`src/rtl/audio_mix_acc_if.sv`:
```
// Mono audio conditioning stage bus: slot stream, parallel sources, mute control and conditioned output.
// master drives the stimulus side, slave is the audio_mix_acc block.
interface audio_mix_acc_if #(
  parameter int NUM_SRC = 3,
  parameter int IN_W    = 9,
  parameter int OUT_W   = 16
);
  logic                       slot_clk;
  logic                       slot_last;
  logic signed [IN_W-1:0]     slot_data;
  logic [3:0]                 slot_gain;
  logic [NUM_SRC*OUT_W-1:0]   src_data;
  logic [NUM_SRC*4-1:0]       src_gain;
  logic                       mute;
  logic                       ramp_ce;
  logic signed [OUT_W-1:0]    audio_out;
  logic                       clip;
  logic                       slot_ovf;
  logic                       muted;

  modport master (
    output slot_clk, slot_last, slot_data, slot_gain, src_data, src_gain, mute, ramp_ce,
    input  audio_out, clip, slot_ovf, muted
  );

  modport slave (
    input  slot_clk, slot_last, slot_data, slot_gain, src_data, src_gain, mute, ramp_ce,
    output audio_out, clip, slot_ovf, muted
  );
endinterface

```
`src/rtl/audio_mix_acc.sv`:
```
// Slot accumulator + NUM_SRC gain mixer + saturation + soft mute ramp; 3-cycle mix latency, no backpressure.
// Define AUDIO_MIX_DC_BLOCK_EN to insert a DC-blocking high-pass before the mute multiply (4-cycle latency).
module audio_mix_acc #(
  parameter int NUM_SRC    = 3,
  parameter int IN_W       = 9,
  parameter int OUT_W      = 16,
  parameter int MAX_SLOTS  = 8,
  parameter int SLOT_SHIFT = 2,
  parameter int RAMP_W     = 8
) (
  input  logic           clk,
  input  logic           reset,
  audio_mix_acc_if.slave bus
);

  localparam int CNT_W  = $clog2(MAX_SLOTS + 1);
  localparam int ACC_W  = IN_W + $clog2(MAX_SLOTS) + 1;
  localparam int SH_W   = ACC_W + SLOT_SHIFT;
  localparam int TERM_W = OUT_W + 3;
  localparam int PROD_W = OUT_W + 5;
  localparam int SUM_W  = TERM_W + $clog2(NUM_SRC + 1);
  localparam int LVL_W  = RAMP_W + 1;
  localparam int MUL_W  = OUT_W + LVL_W + 1;
  localparam int WIDE   = SUM_W + SH_W + 1;

  localparam logic [LVL_W-1:0]       LVL_MAX = {1'b1, {RAMP_W{1'b0}}};
  localparam logic [LVL_W-1:0]       LVL_ONE = {{RAMP_W{1'b0}}, 1'b1};
  localparam logic signed [WIDE-1:0] SAT_HI  = {{(WIDE-OUT_W+1){1'b0}}, {(OUT_W-1){1'b1}}};
  localparam logic signed [WIDE-1:0] SAT_LO  = {{(WIDE-OUT_W+1){1'b1}}, {(OUT_W-1){1'b0}}};

  function automatic logic signed [OUT_W-1:0] sat_val(input logic signed [WIDE-1:0] x);
    if (x > SAT_HI)      sat_val = SAT_HI[OUT_W-1:0];
    else if (x < SAT_LO) sat_val = SAT_LO[OUT_W-1:0];
    else                 sat_val = x[OUT_W-1:0];
  endfunction

  function automatic logic sat_hit(input logic signed [WIDE-1:0] x);
    sat_hit = (x > SAT_HI) || (x < SAT_LO);
  endfunction

  // ---------------- slot path ----------------
  logic                     r_sclk_s1, r_sclk_s2, r_sclk_d;
  logic                     r_slast_s1, r_slast_s2;
  logic signed [IN_W-1:0]   r_sdat_s1, r_sdat_s2;
  logic signed [ACC_W-1:0]  r_acc;
  logic [CNT_W-1:0]         r_cnt;
  logic signed [OUT_W-1:0]  r_slot_sum;
  logic                     r_slot_ovf;

  logic                     w_slot_fall;
  logic signed [ACC_W-1:0]  w_acc_sum;
  logic signed [SH_W-1:0]   w_acc_shift;

  assign w_slot_fall = r_sclk_d & ~r_sclk_s2;
  assign w_acc_sum   = r_acc + ACC_W'(r_sdat_s2);
  assign w_acc_shift = SH_W'(w_acc_sum) <<< SLOT_SHIFT;

  always_ff @(posedge clk or posedge reset) begin
    if (reset) begin
      r_sclk_s1  <= 1'b0;
      r_sclk_s2  <= 1'b0;
      r_sclk_d   <= 1'b0;
      r_slast_s1 <= 1'b0;
      r_slast_s2 <= 1'b0;
      r_sdat_s1  <= '0;
      r_sdat_s2  <= '0;
      r_acc      <= '0;
      r_cnt      <= '0;
      r_slot_sum <= '0;
      r_slot_ovf <= 1'b0;
    end else begin
      r_sclk_s1  <= bus.slot_clk;
      r_sclk_s2  <= r_sclk_s1;
      r_sclk_d   <= r_sclk_s2;
      r_slast_s1 <= bus.slot_last;
      r_slast_s2 <= r_slast_s1;
      r_sdat_s1  <= bus.slot_data;
      r_sdat_s2  <= r_sdat_s1;
      r_slot_ovf <= 1'b0;
      if (w_slot_fall) begin
        if (r_slast_s2) begin
          r_slot_sum <= sat_val(WIDE'(w_acc_shift));
          r_acc      <= '0;
          r_cnt      <= '0;
        end else if (r_cnt == CNT_W'(MAX_SLOTS)) begin
          // Runaway frame: drop this slot and restart, keep the last good sample.
          r_slot_ovf <= 1'b1;
          r_acc      <= '0;
          r_cnt      <= '0;
        end else begin
          r_acc <= w_acc_sum;
          r_cnt <= r_cnt + CNT_W'(1);
        end
      end
    end
  end

  // ---------------- mix S1: per-term gain ----------------
  logic signed [TERM_W-1:0] w_term [NUM_SRC+1];
  logic signed [TERM_W-1:0] r_term [NUM_SRC+1];

  for (genvar g = 0; g <= NUM_SRC; g++) begin : g_term
    logic signed [OUT_W-1:0]  w_val;
    logic [3:0]               w_gain;
    logic signed [PROD_W-1:0] w_prod;
    if (g == 0) begin : g_slot
      assign w_val  = r_slot_sum;
      assign w_gain = bus.slot_gain;
    end else begin : g_src
      assign w_val  = bus.src_data[(g-1)*OUT_W +: OUT_W];
      assign w_gain = bus.src_gain[(g-1)*4 +: 4];
    end
    assign w_prod    = PROD_W'(w_val) * $signed({{(PROD_W-4){1'b0}}, w_gain});
    assign w_term[g] = TERM_W'(w_prod >>> 2);
  end

  // ---------------- mix S2: full-width sum ----------------
  logic signed [SUM_W-1:0] w_sum;
  logic signed [SUM_W-1:0] r_sum;

  always_comb begin
    w_sum = '0;
    for (int i = 0; i <= NUM_SRC; i++) begin
      w_sum = w_sum + SUM_W'(r_term[i]);
    end
  end

  always_ff @(posedge clk or posedge reset) begin
    if (reset) begin
      for (int i = 0; i <= NUM_SRC; i++) r_term[i] <= '0;
      r_sum <= '0;
    end else begin
      for (int i = 0; i <= NUM_SRC; i++) r_term[i] <= w_term[i];
      r_sum <= w_sum;
    end
  end

  // ---------------- mix S3: saturate, optional DC block ----------------
  logic signed [OUT_W-1:0] w_mix_in;
  logic                    w_mix_clip;

`ifdef AUDIO_MIX_DC_BLOCK_EN
  logic signed [OUT_W-1:0]  r_sat;
  logic                     r_sat_clip;
  logic signed [OUT_W-1:0]  r_dc_x;
  logic signed [OUT_W-1:0]  r_dc_y;
  logic signed [TERM_W-1:0] w_dc_sum;

  assign w_dc_sum   = TERM_W'(r_sat) - TERM_W'(r_dc_x) + TERM_W'(r_dc_y) - TERM_W'(r_dc_y >>> 10);
  assign w_mix_in   = sat_val(WIDE'(w_dc_sum));
  assign w_mix_clip = r_sat_clip | sat_hit(WIDE'(w_dc_sum));

  always_ff @(posedge clk or posedge reset) begin
    if (reset) begin
      r_sat      <= '0;
      r_sat_clip <= 1'b0;
      r_dc_x     <= '0;
      r_dc_y     <= '0;
    end else begin
      r_sat      <= sat_val(WIDE'(r_sum));
      r_sat_clip <= sat_hit(WIDE'(r_sum));
      r_dc_x     <= r_sat;
      r_dc_y     <= w_mix_in;
    end
  end
`else
  assign w_mix_in   = sat_val(WIDE'(r_sum));
  assign w_mix_clip = sat_hit(WIDE'(r_sum));
`endif

  // ---------------- mute ramp FSM ----------------
  typedef enum logic [1:0] {
    ST_PLAY,
    ST_FADE_OUT,
    ST_SILENT,
    ST_FADE_IN
  } state_t;

  state_t           r_state;
  logic [LVL_W-1:0] r_level;
  logic             r_muted;
  logic [LVL_W-1:0] w_lvl_nxt;

  // Direction follows the current mute request, so a mute change and a strobe in the same cycle step the new way.
  always_comb begin
    w_lvl_nxt = r_level;
    if (bus.ramp_ce) begin
      if (bus.mute && (r_level != '0))        w_lvl_nxt = r_level - LVL_ONE;
      else if (!bus.mute && (r_level != LVL_MAX)) w_lvl_nxt = r_level + LVL_ONE;
    end
  end

  always_ff @(posedge clk or posedge reset) begin
    if (reset) begin
      r_state <= ST_SILENT;
      r_level <= '0;
      r_muted <= 1'b1;
    end else begin
      r_level <= w_lvl_nxt;
      case (r_state)
        ST_PLAY: begin
          r_muted <= 1'b0;
          if (bus.mute) r_state <= ST_FADE_OUT;
        end
        ST_FADE_OUT: begin
          if (!bus.mute) begin
            r_state <= (w_lvl_nxt == LVL_MAX) ? ST_PLAY : ST_FADE_IN;
            r_muted <= 1'b0;
          end else if (w_lvl_nxt == '0) begin
            r_state <= ST_SILENT;
            r_muted <= 1'b1;
          end
        end
        ST_SILENT: begin
          if (!bus.mute) begin
            r_state <= ST_FADE_IN;
            r_muted <= 1'b0;
          end
        end
        ST_FADE_IN: begin
          if (bus.mute) begin
            r_state <= (w_lvl_nxt == '0) ? ST_SILENT : ST_FADE_OUT;
            r_muted <= (w_lvl_nxt == '0);
          end else if (w_lvl_nxt == LVL_MAX) begin
            r_state <= ST_PLAY;
          end
        end
        default: begin
          r_state <= ST_SILENT;
          r_muted <= 1'b1;
        end
      endcase
    end
  end

  // ---------------- output: level multiply ----------------
  logic signed [MUL_W-1:0] w_mul;
  logic signed [OUT_W-1:0] w_ramped;
  logic signed [OUT_W-1:0] r_audio_out;
  logic                    r_clip;

  assign w_mul    = MUL_W'(w_mix_in) * $signed({{(MUL_W-LVL_W){1'b0}}, r_level});
  assign w_ramped = OUT_W'(w_mul >>> RAMP_W);

  always_ff @(posedge clk or posedge reset) begin
    if (reset) begin
      r_audio_out <= '0;
      r_clip      <= 1'b0;
    end else begin
      r_audio_out <= w_ramped;
      r_clip      <= w_mix_clip;
    end
  end

  assign bus.audio_out = r_audio_out;
  assign bus.clip      = r_clip;
  assign bus.slot_ovf  = r_slot_ovf;
  assign bus.muted     = r_muted;

endmodule

```
`src/flat_wrapper.sv`:
```
// flat-port wrapper written by rule: the top's interface ports become plain ports
module audio_mix_acc_flat 
#(
  parameter int NUM_SRC    = 3,
  parameter int IN_W       = 9,
  parameter int OUT_W      = 16,
  parameter int MAX_SLOTS  = 8,
  parameter int SLOT_SHIFT = 2,
  parameter int RAMP_W     = 8
)
  (clk, reset, bus_slot_clk, bus_slot_last, bus_slot_data, bus_slot_gain, bus_src_data, bus_src_gain, bus_mute, bus_ramp_ce, bus_audio_out, bus_clip, bus_slot_ovf, bus_muted);
  audio_mix_acc_if #(.NUM_SRC(NUM_SRC), .IN_W(IN_W), .OUT_W(OUT_W)) bus_i ();
  input  logic clk;
  input  logic reset;
  input wire logic [$bits(bus_i.slot_clk)-1:0] bus_slot_clk;
  input wire logic [$bits(bus_i.slot_last)-1:0] bus_slot_last;
  input wire logic [$bits(bus_i.slot_data)-1:0] bus_slot_data;
  input wire logic [$bits(bus_i.slot_gain)-1:0] bus_slot_gain;
  input wire logic [$bits(bus_i.src_data)-1:0] bus_src_data;
  input wire logic [$bits(bus_i.src_gain)-1:0] bus_src_gain;
  input wire logic [$bits(bus_i.mute)-1:0] bus_mute;
  input wire logic [$bits(bus_i.ramp_ce)-1:0] bus_ramp_ce;
  output wire logic [$bits(bus_i.audio_out)-1:0] bus_audio_out;
  output wire logic [$bits(bus_i.clip)-1:0] bus_clip;
  output wire logic [$bits(bus_i.slot_ovf)-1:0] bus_slot_ovf;
  output wire logic [$bits(bus_i.muted)-1:0] bus_muted;
  assign bus_i.slot_clk = bus_slot_clk;
  assign bus_i.slot_last = bus_slot_last;
  assign bus_i.slot_data = bus_slot_data;
  assign bus_i.slot_gain = bus_slot_gain;
  assign bus_i.src_data = bus_src_data;
  assign bus_i.src_gain = bus_src_gain;
  assign bus_i.mute = bus_mute;
  assign bus_i.ramp_ce = bus_ramp_ce;
  assign bus_audio_out = bus_i.audio_out;
  assign bus_clip = bus_i.clip;
  assign bus_slot_ovf = bus_i.slot_ovf;
  assign bus_muted = bus_i.muted;
  audio_mix_acc #(.NUM_SRC(NUM_SRC), .IN_W(IN_W), .OUT_W(OUT_W), .MAX_SLOTS(MAX_SLOTS), .SLOT_SHIFT(SLOT_SHIFT), .RAMP_W(RAMP_W)) u_core (.clk(clk), .reset(reset), .bus(bus_i));
endmodule
```
`config.mk`:
```
export PLATFORM = sky130hd
export DESIGN_NAME = audio_mix_acc_flat
export DESIGN_NICKNAME = d
export VERILOG_FILES = /design/src/rtl/audio_mix_acc_if.sv /design/src/rtl/audio_mix_acc.sv /design/src/flat_wrapper.sv
export SDC_FILE = /design/constraint.sdc
export NUM_CORES = 1
export LEC_CHECK = 0
export CORE_MARGIN = 2
export CORE_UTILIZATION = 57
export CTS_CLUSTER_SIZE = 40
export DETAILED_ROUTE_END_ITERATION = 6
export PLACE_DENSITY = 0.76
export SYNTH_ARGS = -nofsm -noshare
export SYNTH_HDL_FRONTEND = slang
export SYNTH_SLANG_ARGS = --single-unit
```
`constraint.sdc`:
```
create_clock -name clk -period 18.9 [get_ports clk]
set_clock_uncertainty 0.15 [all_clocks]
set_input_delay 5.67 -clock clk [delete_from_list [all_inputs] [get_ports clk]]
set_output_delay 5.67 -clock clk [all_outputs]
set_load 0.02 [all_outputs]
```
==> reports/qor.csv <==
stage,metric,value,unit
sta,setup_tns,0,ns
worst_setup_path,flop2flop setup slack,11.75,ns
yosys,top post-synthesis cells by area,"fa_1, dfrtp_1, ha_1",
yosys,"FF+latch count, synth",180,
global_route,first-pass GRT wire length,76500,um
worst_setup_path,r2r endpoint,u_core.bus.audio_out[15],
global_route,largest net degree at the start of global routing,115,
clock_tree,clk root buf,clkbuf_16,
yosys,cell taking the most area after synthesis,fa_1,
worst_setup_path,WP buf/inv,3,
routing,First-pass DRT Iterations,5,
placed_design,number of port buffers,97,
yosys,Post-synth ARST share,100,%
worst_hold_path,HP Start,u_core.r_sdat_s1[8],
yosys,Mapped Area,21800,um^2
sta,RSZ-0062 raised after global routing,false,
sta,Final min period,10.12,ns
die,Ports,98,
layout,"commonest non-fill, non-tap cells in the layout","inv_1, fa_1, ha_1, and2_1, nand2_1",
clock_tree,Resized Gates After CTS,0,
die,Horiz. Die Dim,200,um
layout,Nets,2964,
worst_hold_path,Min-Delay Path Class,register to register,
layout,Synth-to-Final Area Change,9.53,%
clock_tree,Worst-path clk slew,0.07,ns
yosys,share of the synthesized area in the top cell type,26.0,%
global_route,gr usage total,23.7,%
worst_setup_path,FF-to-FF path depth,21,
yosys,Synth cell types,69,
yosys,cells after synthesis,2288,
yosys,YS warnings,0,
layout,"most common cell after layout, fill and taps aside",inv_1,
routing,"antenna viol nets, final",0,
yosys,Synth Flop Type,dfrtp_1,
placed_design,GPL Wtd Cong,0.866,
clock_tree,CTS Hold Buffers Added,0,
die,Die H,200,um
clock_tree,clock tree buffer depth,2,
sta,Fmax achieved,0.0989,GHz
sta,final period utilization,53.5,%
routing,final wirelength,43800,um
die,initial core utilization,57.9,%
global_route,Congestion Overflow GR,0,
yosys,Post-synth EDFFs,0,
routing,DR DRC count,0,
die,Core Rows,71,
sta,Least-Margin Pin Slew,1.17,ns
routing,Via Count,15477,
die,total core area,37700,um^2
worst_setup_path,CP Data Required Time,19.11,ns
yosys,"Seq/Total Area, Yosys",20.7,%
worst_setup_path,"Slowest-stage cell, CP",clkdlybuf4s50_1,
yosys,syn_area_per_cell,9.53,um^2
worst_setup_path,Critical Path AT,10.33,ns
clock_tree,CTS tree,done,
clock_tree,CTS Buf Count,17,
sta,final slew viol count,0,
routing,WL/cell,15.2,um
worst_setup_path,worst setup path class,input pin to register,
routing,post-DR vias/cell,5.36,
run,max_cap viols,0,
clock_tree,clock latency on the worst-skew pair,0.45,ns
clock_tree,Post-CTS Repair Setup Buffers,0,
placed_design,post-DP HPWL,35500,um
die,die area,39800,um^2
worst_setup_path,Top Family by Delay on Critical Path,adder cells,
worst_hold_path,Hold Path Depth,0,
global_route,initial antenna violation count,1,
sta,setup violators final,0,
worst_hold_path,Worst Hold End,u_core.r_sdat_s2[8],
worst_setup_path,critical-path cell list,clkdlybuf4s50_1 > and2_1 > ha_1 > inv_1 > fa_1 > inv_1 > fa_1 > ha_1 > or4_1 > o21ai_0 > a211oi_1 > or3_1 > o31a_1 > a211o_1 > o31ai_1 > xnor2_1,
clock_tree,H-tree level count,4,
layout,layout cells sized above 1,2.69,%
sta,max_slew headroom,21.6,%
clock_tree,Num Clock Sinks,180,
worst_setup_path,nature of the critical path endpoint,register,
worst_setup_path,CP Launch Type,input pin,
sta,Fin. Hold Viols,0,
global_route,number of global-route vias before repair,16490,
routing,drt initial violations,725,
worst_setup_path,reg2reg start,u_core.r_sum[17],
worst_setup_path,CP Max Fanout,16,
outcome,status,finished clean,
worst_setup_path,Critical Path Max Stage Delay,0.62,ns
## flip-flops by register name, indices dropped and copies added, names as in the netlist
| register | cells |
|---|---|
| u_core.bus.audio_out | 16 |
| u_core.bus.clip | 1 |
| u_core.bus.muted | 1 |
| u_core.bus.slot_ovf | 1 |
| u_core.g_term.w_val | 13 |
| u_core.r_acc | 13 |
| u_core.r_cnt | 4 |
| u_core.r_level | 9 |
| u_core.r_sclk_d | 1 |
| u_core.r_sclk_s1 | 1 |
| u_core.r_sclk_s2 | 1 |
| u_core.r_sdat_s1 | 9 |
| u_core.r_sdat_s2 | 9 |
| u_core.r_slast_s1 | 1 |
| u_core.r_slast_s2 | 1 |
| u_core.r_state | 2 |
| u_core.r_sum | 21 |
| u_core.r_term | 76 |
## layout make-up
cell class / count / area [um^2]
Inverter: 425 / 1600
Tap cell: 511 / 639
Fill cell: 3096 / 13800
Clock inverter: 14 / 186
Antenna cell: 1 / 2.50
Clock buffer: 18 / 429
Timing Repair Buffer: 100 / 993
Sequential cell: 180 / 4510
Multi-Input combinational cell: 1638 / 15500
## worst reg2reg max path, stage by stage (launching register included)
cell     delay (ns)
dfrtp_1        0.36
nand3_1        0.13
o21ai_1        0.92
a21o_1         0.51
nand2_1        0.15
fa_1           0.58
inv_1          0.06
fa_1           0.55
fa_1           0.43
fa_1           0.49
inv_1          0.05
fa_1           0.47
inv_1          0.04
ha_1           0.31
o21ai_0        0.19
a21oi_1        0.11
a221o_1        0.33
and4b_1        0.33
or3_1          0.22
a21oi_1        0.14
o41ai_1        0.41
xnor2_1        0.16
## Yosys cell counts, types with 4 or more instances
master and number:
inv_1 425, fa_1 283, ha_1 240, and2_1 234, nand2_1 190, dfrtp_1 178, xnor2_1 97, nor2_1 80
a21oi_1 70, o21ai_0 54, clkbuf_1 44, a21o_1 39, xor2_1 33, nor3_1 30, nand2b_1 25, o21a_1 22
nand3_1 19, nor2b_1 19, and3_1 15, nand3b_1 15, a22o_1 13, a31oi_1 12, mux2_2 11, or3_1 10
a211oi_1 9, nor4_1 8, o31ai_1 8, a21boi_0 6, nand4_1 6, o41ai_1 6, or2_2 6, a211o_1 5
o21bai_1 5, o31a_1 5, or4_1 5, a2111oi_0 4, a31o_2 4, o311ai_0 4
## worst max-delay path by stage
stage               depth (start not counted)       startpoint  slack (ns)                 endpoint
floorplan                                   1            reset        8.20  u_core.bus.audio_out[0]
global placement                           16  bus_src_gain[3]        8.41        u_core.r_term[56]
detailed placement                         16  bus_src_gain[3]        8.34        u_core.r_term[56]
CTS                                        16  bus_src_gain[3]        8.78        u_core.r_term[56]
global route                               16  bus_src_gain[6]        8.53        u_core.r_term[37]
finish                                     16  bus_src_gain[3]        8.78        u_core.r_term[56]
## layer usage
layer  wire [um]  GRT usage (%)  vias up
li1            -              -     7413
met1       18500           29.5     7744
met2       23200           43.9      284
met3        1460           2.92       36
met4         593           5.62        0
met5           0              0        -
## per-stage QoR
step | worst slack [ns] | utilization [%] | hold WS, ns | cells | area [um^2]
after floorplan | 8.20 | - | 0.181 | 2290 | 21800
after global routing | 8.53 | 63.4 | 0.212 | 2886 | 23900
after global placement | 8.41 | 61.7 | 0.184 | 2854 | 23300
final | 8.78 | 63.4 | 0.199 | 2887 | 23900
after CTS | 8.78 | 63.4 | 0.201 | 2886 | 23900
after detailed placement | 8.34 | 61.7 | 0.185 | 2854 | 23300
## cells by family after synthesis
group	share of synthesized area, %
and+or+nand+nor	16.3
adders and majority gates	39.8
buffers and inverters	8.17
AOI/OAI and AO/OA	9.11
DFF	20.7
xor gates and xnor gates	5.22
muxes	0.683
other	0.0345
Power is left out: the tool's default activity adds up to more than one toggle a clock period on the data nets, which glitch-free logic cannot reach.
